### src/rtl/matrix_accel_sched.sv
// Job scheduler for a KERNEL_SIZE^2 multiplier array behind a crossbar.
// Optional WAIT watchdog: define MATRIX_ACCEL_SCHED_TIMEOUT_EN.
module matrix_accel_sched #(
  parameter int DATA_WIDTH  = 32,
  parameter int KERNEL_SIZE = 3,
  parameter int REST_ADDR   = KERNEL_SIZE**4,
  parameter int ADDR_WIDTH  = $clog2(REST_ADDR),
  parameter int SETTLE      = 2,
  parameter int TIMEOUT     = 255
) (
  input  logic                                 Clk,
  input  logic                                 Rst,
  input  logic                                 cmd_valid,
  output logic                                 cmd_ready,
  input  logic [ADDR_WIDTH-1:0]                cmd_base_addr,
  input  logic [ADDR_WIDTH-1:0]                cmd_passes,
  input  logic                                 cmd_direct,
  output logic [KERNEL_SIZE*KERNEL_SIZE-1:0]   mStart,
  output logic [ADDR_WIDTH-1:0]                AddressSelect,
  output logic                                 direct,
  input  logic                                 finalReady,
  input  logic [DATA_WIDTH-1:0]                finalAccumulate,
  output logic                                 res_valid,
  input  logic                                 res_ready,
  output logic [DATA_WIDTH-1:0]                res_data,
  output logic                                 res_last,
  output logic                                 busy,
  output logic                                 err_timeout
);

  localparam int NMUL = KERNEL_SIZE * KERNEL_SIZE;
  localparam int SW   = $clog2(SETTLE + 1);

  localparam logic [ADDR_WIDTH:0]   REST_W    = (ADDR_WIDTH+1)'(REST_ADDR);
  localparam logic [ADDR_WIDTH-1:0] LAST_ADDR = ADDR_WIDTH'(REST_ADDR - 1);
  localparam logic [ADDR_WIDTH-1:0] ONE_A     = ADDR_WIDTH'(1);
  localparam logic [SW-1:0]         SET_LAST  = SW'(SETTLE - 1);

  typedef enum logic [2:0] {
    ST_IDLE,
    ST_ISSUE,
    ST_ARM,
    ST_WAIT,
    ST_SETTLE,
    ST_OUT
  } state_t;

  state_t                state_q, state_d;
  logic [ADDR_WIDTH-1:0] addr_q, addr_d;
  logic [ADDR_WIDTH-1:0] passes_q, passes_d;
  logic [ADDR_WIDTH-1:0] pass_q, pass_d;
  logic                  direct_q, direct_d;
  logic                  arm_q, arm_d;
  logic [SW-1:0]         set_q, set_d;
  logic                  rv_q, rv_d;
  logic [DATA_WIDTH-1:0] rd_q, rd_d;
  logic                  rl_q, rl_d;

`ifdef MATRIX_ACCEL_SCHED_TIMEOUT_EN
  localparam int TW = $clog2(TIMEOUT + 1);
  localparam logic [TW-1:0] TMO_LAST = TW'(TIMEOUT - 1);
  logic [TW-1:0] tmo_q, tmo_d;
  logic          err_q, err_d;
`endif

  // A returning result in the same cycle blocks any new command.
  assign cmd_ready     = (state_q == ST_IDLE) && !(rv_q && res_ready);
  assign mStart        = {NMUL{state_q == ST_ISSUE}};
  assign AddressSelect = addr_q;
  assign direct        = direct_q;
  assign res_valid     = rv_q;
  assign res_data      = rd_q;
  assign res_last      = rl_q;
  assign busy          = (state_q != ST_IDLE);
`ifdef MATRIX_ACCEL_SCHED_TIMEOUT_EN
  assign err_timeout   = err_q;
`else
  assign err_timeout   = 1'b0;
`endif

  // Next-state and datapath register updates for the job sequencer.
  always_comb begin
    state_d  = state_q;
    addr_d   = addr_q;
    passes_d = passes_q;
    pass_d   = pass_q;
    direct_d = direct_q;
    arm_d    = arm_q;
    set_d    = set_q;
    rv_d     = rv_q;
    rd_d     = rd_q;
    rl_d     = rl_q;
`ifdef MATRIX_ACCEL_SCHED_TIMEOUT_EN
    tmo_d    = tmo_q;
    err_d    = err_q;
`endif
    unique case (state_q)
      ST_IDLE: begin
        if (cmd_valid && cmd_ready) begin
          passes_d = (cmd_passes == '0) ? ONE_A : cmd_passes;
          direct_d = cmd_direct;
          addr_d   = ({1'b0, cmd_base_addr} >= REST_W) ? '0
                                                       : cmd_base_addr;
          pass_d   = '0;
          state_d  = ST_ISSUE;
        end
      end
      ST_ISSUE: begin
        arm_d   = 1'b0;
        state_d = ST_ARM;
      end
      // finalReady may still be high from the previous job here.
      ST_ARM: begin
        if (arm_q) begin
          state_d = ST_WAIT;
`ifdef MATRIX_ACCEL_SCHED_TIMEOUT_EN
          tmo_d   = '0;
`endif
        end else begin
          arm_d = 1'b1;
        end
      end
      ST_WAIT: begin
        if (finalReady) begin
          set_d   = '0;
          state_d = ST_SETTLE;
        end
`ifdef MATRIX_ACCEL_SCHED_TIMEOUT_EN
        else if (tmo_q == TMO_LAST) begin
          err_d   = 1'b1;
          state_d = ST_IDLE;
        end else begin
          tmo_d = tmo_q + TW'(1);
        end
`endif
      end
      ST_SETTLE: begin
        if (set_q == SET_LAST) begin
          rd_d    = finalAccumulate;
          rv_d    = 1'b1;
          rl_d    = (pass_q == passes_q - ONE_A);
          state_d = ST_OUT;
        end else begin
          set_d = set_q + SW'(1);
        end
      end
      // Later passes reuse the products: only the crossbar moves.
      ST_OUT: begin
        if (res_ready) begin
          rv_d = 1'b0;
          if (rl_q) begin
            state_d = ST_IDLE;
          end else begin
            addr_d  = (addr_q == LAST_ADDR) ? '0 : addr_q + ONE_A;
            pass_d  = pass_q + ONE_A;
            set_d   = '0;
            state_d = ST_SETTLE;
          end
        end
      end
      default: state_d = ST_IDLE;
    endcase
  end

  // State and output registers, cleared asynchronously.
  always_ff @(posedge Clk or negedge Rst) begin
    if (!Rst) begin
      state_q  <= ST_IDLE;
      addr_q   <= '0;
      passes_q <= '0;
      pass_q   <= '0;
      direct_q <= 1'b0;
      arm_q    <= 1'b0;
      set_q    <= '0;
      rv_q     <= 1'b0;
      rd_q     <= '0;
      rl_q     <= 1'b0;
`ifdef MATRIX_ACCEL_SCHED_TIMEOUT_EN
      tmo_q    <= '0;
      err_q    <= 1'b0;
`endif
    end else begin
      state_q  <= state_d;
      addr_q   <= addr_d;
      passes_q <= passes_d;
      pass_q   <= pass_d;
      direct_q <= direct_d;
      arm_q    <= arm_d;
      set_q    <= set_d;
      rv_q     <= rv_d;
      rd_q     <= rd_d;
      rl_q     <= rl_d;
`ifdef MATRIX_ACCEL_SCHED_TIMEOUT_EN
      tmo_q    <= tmo_d;
      err_q    <= err_d;
`endif
    end
  end

endmodule
### config.mk
export PLATFORM = sky130hd
export DESIGN_NAME = matrix_accel_sched
export DESIGN_NICKNAME = d
export VERILOG_FILES = /design/src/rtl/matrix_accel_sched.sv
export SDC_FILE = /design/constraint.sdc
export NUM_CORES = 1
export LEC_CHECK = 0
export CORE_MARGIN = 3
export CORE_UTILIZATION = 35
export DETAILED_ROUTE_END_ITERATION = 12
export GPL_TIMING_DRIVEN = 0
export PLACE_DENSITY = 0.77
export RECOVER_POWER = 25
export SKIP_LAST_GASP = 1
export SLEW_MARGIN = 30
export SYNTH_ARGS = -nofsm -noshare
export SYNTH_HDL_FRONTEND = slang
export SYNTH_SLANG_ARGS = --single-unit
### constraint.sdc
create_clock -name Clk -period 1.6 [get_ports Clk]
set_input_delay 0.32 -clock Clk [delete_from_list [all_inputs] [get_ports Clk]]
set_output_delay 0.32 -clock Clk [all_outputs]
set_load 0.005 [all_outputs]
# Word-level counts from Yosys, hierarchy flattened
# Index checks and enable logic that the tools add are counted.
# totals
register_bits	62
latchBits	0
mem_bits_rw	0
romBits	0
input_bits	52
output_inout_bits	54
elab_cells	74
n_memories	0
# op_classes
addsub	4
multipliers	0
div	0
magnitude_cmp	1
n_eq_ne	15
shift	0
muxes	27
n_bitwise	0
reduce_logical	17
# op_table
cell	count
$mux 7	9
$pmux 7 s2	2
$mux 3	6
$pmux 3 s6	1
$add 7x1->7 const B	2
$ne 2x2->1 const B	6
$reduce_and 5->1	2
$mux 2	4
$eq 7x7->1	1
$eq 7x7->1 const B	1
$ge 7x7->1 const B	1
$logic_not 7->1	1
$sub 7x1->7 const B	1
$eq 3x2->1 const B	2
$eq 3x3->1 const B	2
$pmux 2 s3	1
$reduce_bool 2->1	3
$reduce_bool 3->1	2
$pmux 1 s2	2
$reduce_and 2->1	2
$reduce_and 4->1	1
$eq 3x1->1 const B	1
$logic_and 1x1->1	3
$logic_not 3->1	1
6 further kinds	7

# Depth between registers and ports, before layout
# logic_depth
depth_word	6
depth_mapped	7
mapped_depth_nobuf	6

# Least setup slack after synthesis
# No wires, ideal clock.
# synth_path
path_kind	register -> register
start	register state_q[0]
end	register addr_q[6], in the netlist AddressSelect[6]
setup_time_ns	0.087
arrival_ns	1.607
required_ns	1.513
path_slack_ns	-0.094
stages_incl_launch_ff	6
path_buffers	1
period_less_slack_ns	1.694
path_cell_list	dfrtp_1 > buf_6 > or3_4 > or2_4 > or4_1 > o211ai_1
# synth_between
elab_chain_cells	5
elab_cells_between_ends	10
cone_classes	4 x eq/ne; 1 x mux; 5 x reduce/logical
# synth_lines
element	line_no	text
from (decl)	48	state_t state_q, state_d;
from (signal assigned)	183	state_q <= state_d;
$logic_not 3->1	67, 97	
$logic_and 1x1->1	67	assign cmd_ready = (state_q == ST_IDLE) && !(rv_q && res_ready);
$logic_and 1x1->1	99	if (cmd_valid && cmd_ready) begin
$ne 2x1->1 (no source line)	n/a	
$reduce_and 4->1 (no source line)	n/a	
to (signal assigned)	184	addr_q <= addr_d;
to (decl)	49	logic [ADDR_WIDTH-1:0] addr_q, addr_d;
# Parallel ways exist; a longest one is shown, timed or not.
# A chain may end at the register's enable or synchronous reset.

# Worst setup path after layout
# layout_path
start	register state_q[2]
end	output port cmd_ready
# layout_between
elab_chain_cells	2
# layout_lines
element	line_no	text
$logic_not 3->1	67	
$logic_and 1x1->1	67	
to (decl)	14	output logic cmd_ready,
# Every way passes these cells.

==> flow_metrics.tcl <==
set metrics [dict create \
    io_pins 106 \
    cts_tree "built" \
    area_growth_pct 76.3 \
    hp-class "input pin to register" \
    synth.area.top_cells "dfrtp_1, mux2_2, nand2_1, buf_4, ha_1" \
    first_pass_iters 4 \
    clk_latency_ns 0.34 \
    place_congestion 0.939 \
    wl_um 10100 \
    powerDensity_nw_per_um2 1810 \
    vias 3030 \
    synth_top_cell_area_share_pct 48.8 \
    synth_edf_count 0 \
    r2r_setup_slack_ns -0.23 \
    final-hold-violation-count 0 \
    fin_crit_sh_pct 115 \
    cp.arrival_ns 1.52 \
    port_buffers 104 \
    critPathKind "register to output port" \
    avgSynthCellArea_um2 10.7 \
    synthArstFlopShare_pct 100 \
    fin_area_um2 5600 \
    seqCellArea_um2 1560 \
    antenna_left 0 \
    fp.coreArea_um2 8760 \
    drt_iter0_markers 150 \
    die_w_um 101 \
    drive_gt1_share_pct 39.9 \
    peakVddDrop_mv 0.863 \
    grt_remaining_overflow 0 \
    cp.required_ns 1.28 \
    grt_pass1_wl_um 15200 \
    crit_chain "buf_6 > or3_4 > a21oi_2 > buf_2" \
    crit_family "simple AND/OR/NAND/NOR gates" \
    critPathLaunch "state_q[2]$_DFFE_PN0P_" \
    vias_per_cell 5.23 \
    endpoint "cmd_ready" \
    die_h_um 101 \
    skew_ns 0.00990 \
    antenna_found_initial 0 \
    track_usage_pct 18.9 \
    leakagePower_uw 0.00250 \
    relSlewSlack_pct 37.5 \
    place_area_um2 4390 \
    multiInputGateArea_um2 1760 \
    dp_slack_ns -0.712 \
    final_common_cell "clkdlybuf4s50_1" \
    layout_setup_ws_ns -0.240 \
    yosysTopAreaCell "dfrtp_1" \
    grt_pass1_vias 3023 \
    syn_nets 354 \
    clkSlewWorstSetupHoldPaths_ns 0.07 \
    min_period_ns 1.84 \
    antennaDiodeCount 0 \
    clock_sinks 62 \
    drt-wirelength-per-cell_um 17.5 \
    grt_max_degree 47 \
    path_max_fanout 5 \
    r2r_cells 7 \
    synth_ff_type "dfrtp_1" \
    cp.depth 4 \
    start_kind "register" \
    slowest_delay_ns 0.41 \
    yosysSeqAreaShare_pct 48.8 \
    cts_root_buf "clkbuf_8" \
    totalPowerFinal_uw 10200 \
    start_util_pct 36.3 \
    crit_slowest_cell "or3_4" \
    yosysWarnings 0 \
    cts_buffers 9 \
    worstReg2RegEnd "pass_q[2]$_DFFE_PN0P_" \
    crit_buf_inv 2 \
    clockBufferDepth 2 \
    hpwl_um 5840 \
    synthCells 297 \
    status "finished with violations" \
    synth_cell_types 55 \
    drc 0 \
    num-nets-final 523 \
    fill_cells 685 \
    dieArea_um2 10300 \
    row_count 34 \
    slew_viol_final 0 \
    reg2reg_from "state_q[0]$_DFFE_PN0P_" \
    endpoint_kind "output port" \
    syn_area_um2 3180 \
    synth-seq-cells 62 \
    violations "setup timing" \
    setup_viol 66 \
    layout_common_cells "clkdlybuf4s50_1, dfrtp_1, buf_6, buf_4, nand2_1" \
    cts.htree.levels 3 \
    tightest_slew_ns 0.938 \
    max_freq_mhz 544 \
    rsz0062_at_grt "yes" \
    max_cap_viol_count 0 \
]
-- registers in the layout, indices dropped and copies added (netlist names) --
register and flops:
set_q 2, AddressSelect 7, arm_q 1, state_q 3
pass_q 7, res_valid 1, passes_q 7, direct 1
res_last 1, res_data 32
-- layer usage --
metal  part of all wire, %  GRT usage [%]
met3                   5.7           4.75
met1                    40           23.9
met4                   2.1           5.83
met5                     0              0
met2                    52           31.6
-- layout make-up --
| type | instances | share of cell area, % |
|---|---|---|
| timing repair buffer | 160 | 28.8 |
| inverter | 14 | 0.938 |
| buffer | 21 | 4.65 |
| multi-input combinational | 198 | 31.4 |
| sequential | 62 | 27.8 |
| tap | 108 | 2.41 |
| clock inverter | 7 | 1.74 |
| clock buffer | 9 | 2.21 |
-- stage by stage --
step / util, % / cells / hold WS, ns / setup TNS, ns
2_1_floorplan: - / 297 / 0.0244 / -0.160
3_3_place_gp: 49.8 / 509 / 0.465 / -137.34
3_5_place_dp: 50.1 / 510 / 0.207 / -20.77
4_1_cts: 60.6 / 562 / 0.390 / -6.97
5_1_grt: 63.9 / 579 / 0.416 / -15.06
6_report: 63.9 / 579 / 0.428 / -9.21
-- timing repair --
| item | in CTS | in global routing |
|---|---|---|
| hold endpoints to repair | 16 | 0 |
| hold buffers | 1 | 0 |
| setup buffers | 30 | 19 |
| cloned | 5 | 1 |
| gates resized for setup | 157 | 48 |
| setup endpoints to repair | 75 | 72 |
| pin swaps | 22 | 14 |
-- worst min-delay path: stages --
cell	delay [ns]
dlymetal6s2s_1	0.22
nand2_1	0.09
a21o_1	0.10
-- synthesized netlist by cell type, types with 7 or more instances --
| library cell | instances |
|---|---|
| dfrtp_1 | 62 |
| nand2_1 | 33 |
| mux2_2 | 32 |
| inv_1 | 14 |
| o21ai_0 | 12 |
| buf_4 | 9 |
| nand3_1 | 9 |
| nor2_1 | 9 |
| clkbuf_1 | 8 |
| a21oi_1 | 7 |
-- where the power goes --
group	switching (µW)	internal [µW]
Combinational	2250	3530
Sequential	547	2280
Clock	665	881
-- kinds of logic (layout without fill, tap and decap cells) --
logic type	after synthesis	after routing	share of synthesized area [%]
other	1	1	0.118
AO/OA/AOI/OAI	54	54	12.0
AND/OR/NAND/NOR	92	93	15.8
multiplexers	37	37	12.9
buffers and inverters	38	211	6.22
XOR/XNOR	8	8	2.21
adder cells (fa/ha/maj)	5	5	1.97
flip-flops	62	62	48.8
-- how the worst min path moves through the flow --
| stage | to | depth (start not counted) | slack [ns] | start |
|---|---|---|---|---|
| 4_1_cts | res_data[31]$_DFFE_PN0P_ | 2 | 0.39 | Rst |
| 2_1_floorplan | AddressSelect[0]$_DFFE_PN0P_ | 0 | 0.02 | Rst |
| 5_1_grt | res_valid$_DFFE_PN0P_ | 3 | 0.42 | res_ready |
| 3_5_place_dp | direct$_DFFE_PN0P_ | 1 | 0.21 | Rst |
| 6_report | res_valid$_DFFE_PN0P_ | 3 | 0.43 | res_ready |
| 3_3_place_gp | direct$_DFFE_PN0P_ | 2 | 0.47 | direct$_DFFE_PN0P_ |
Power figures use the tool's default switching activity.
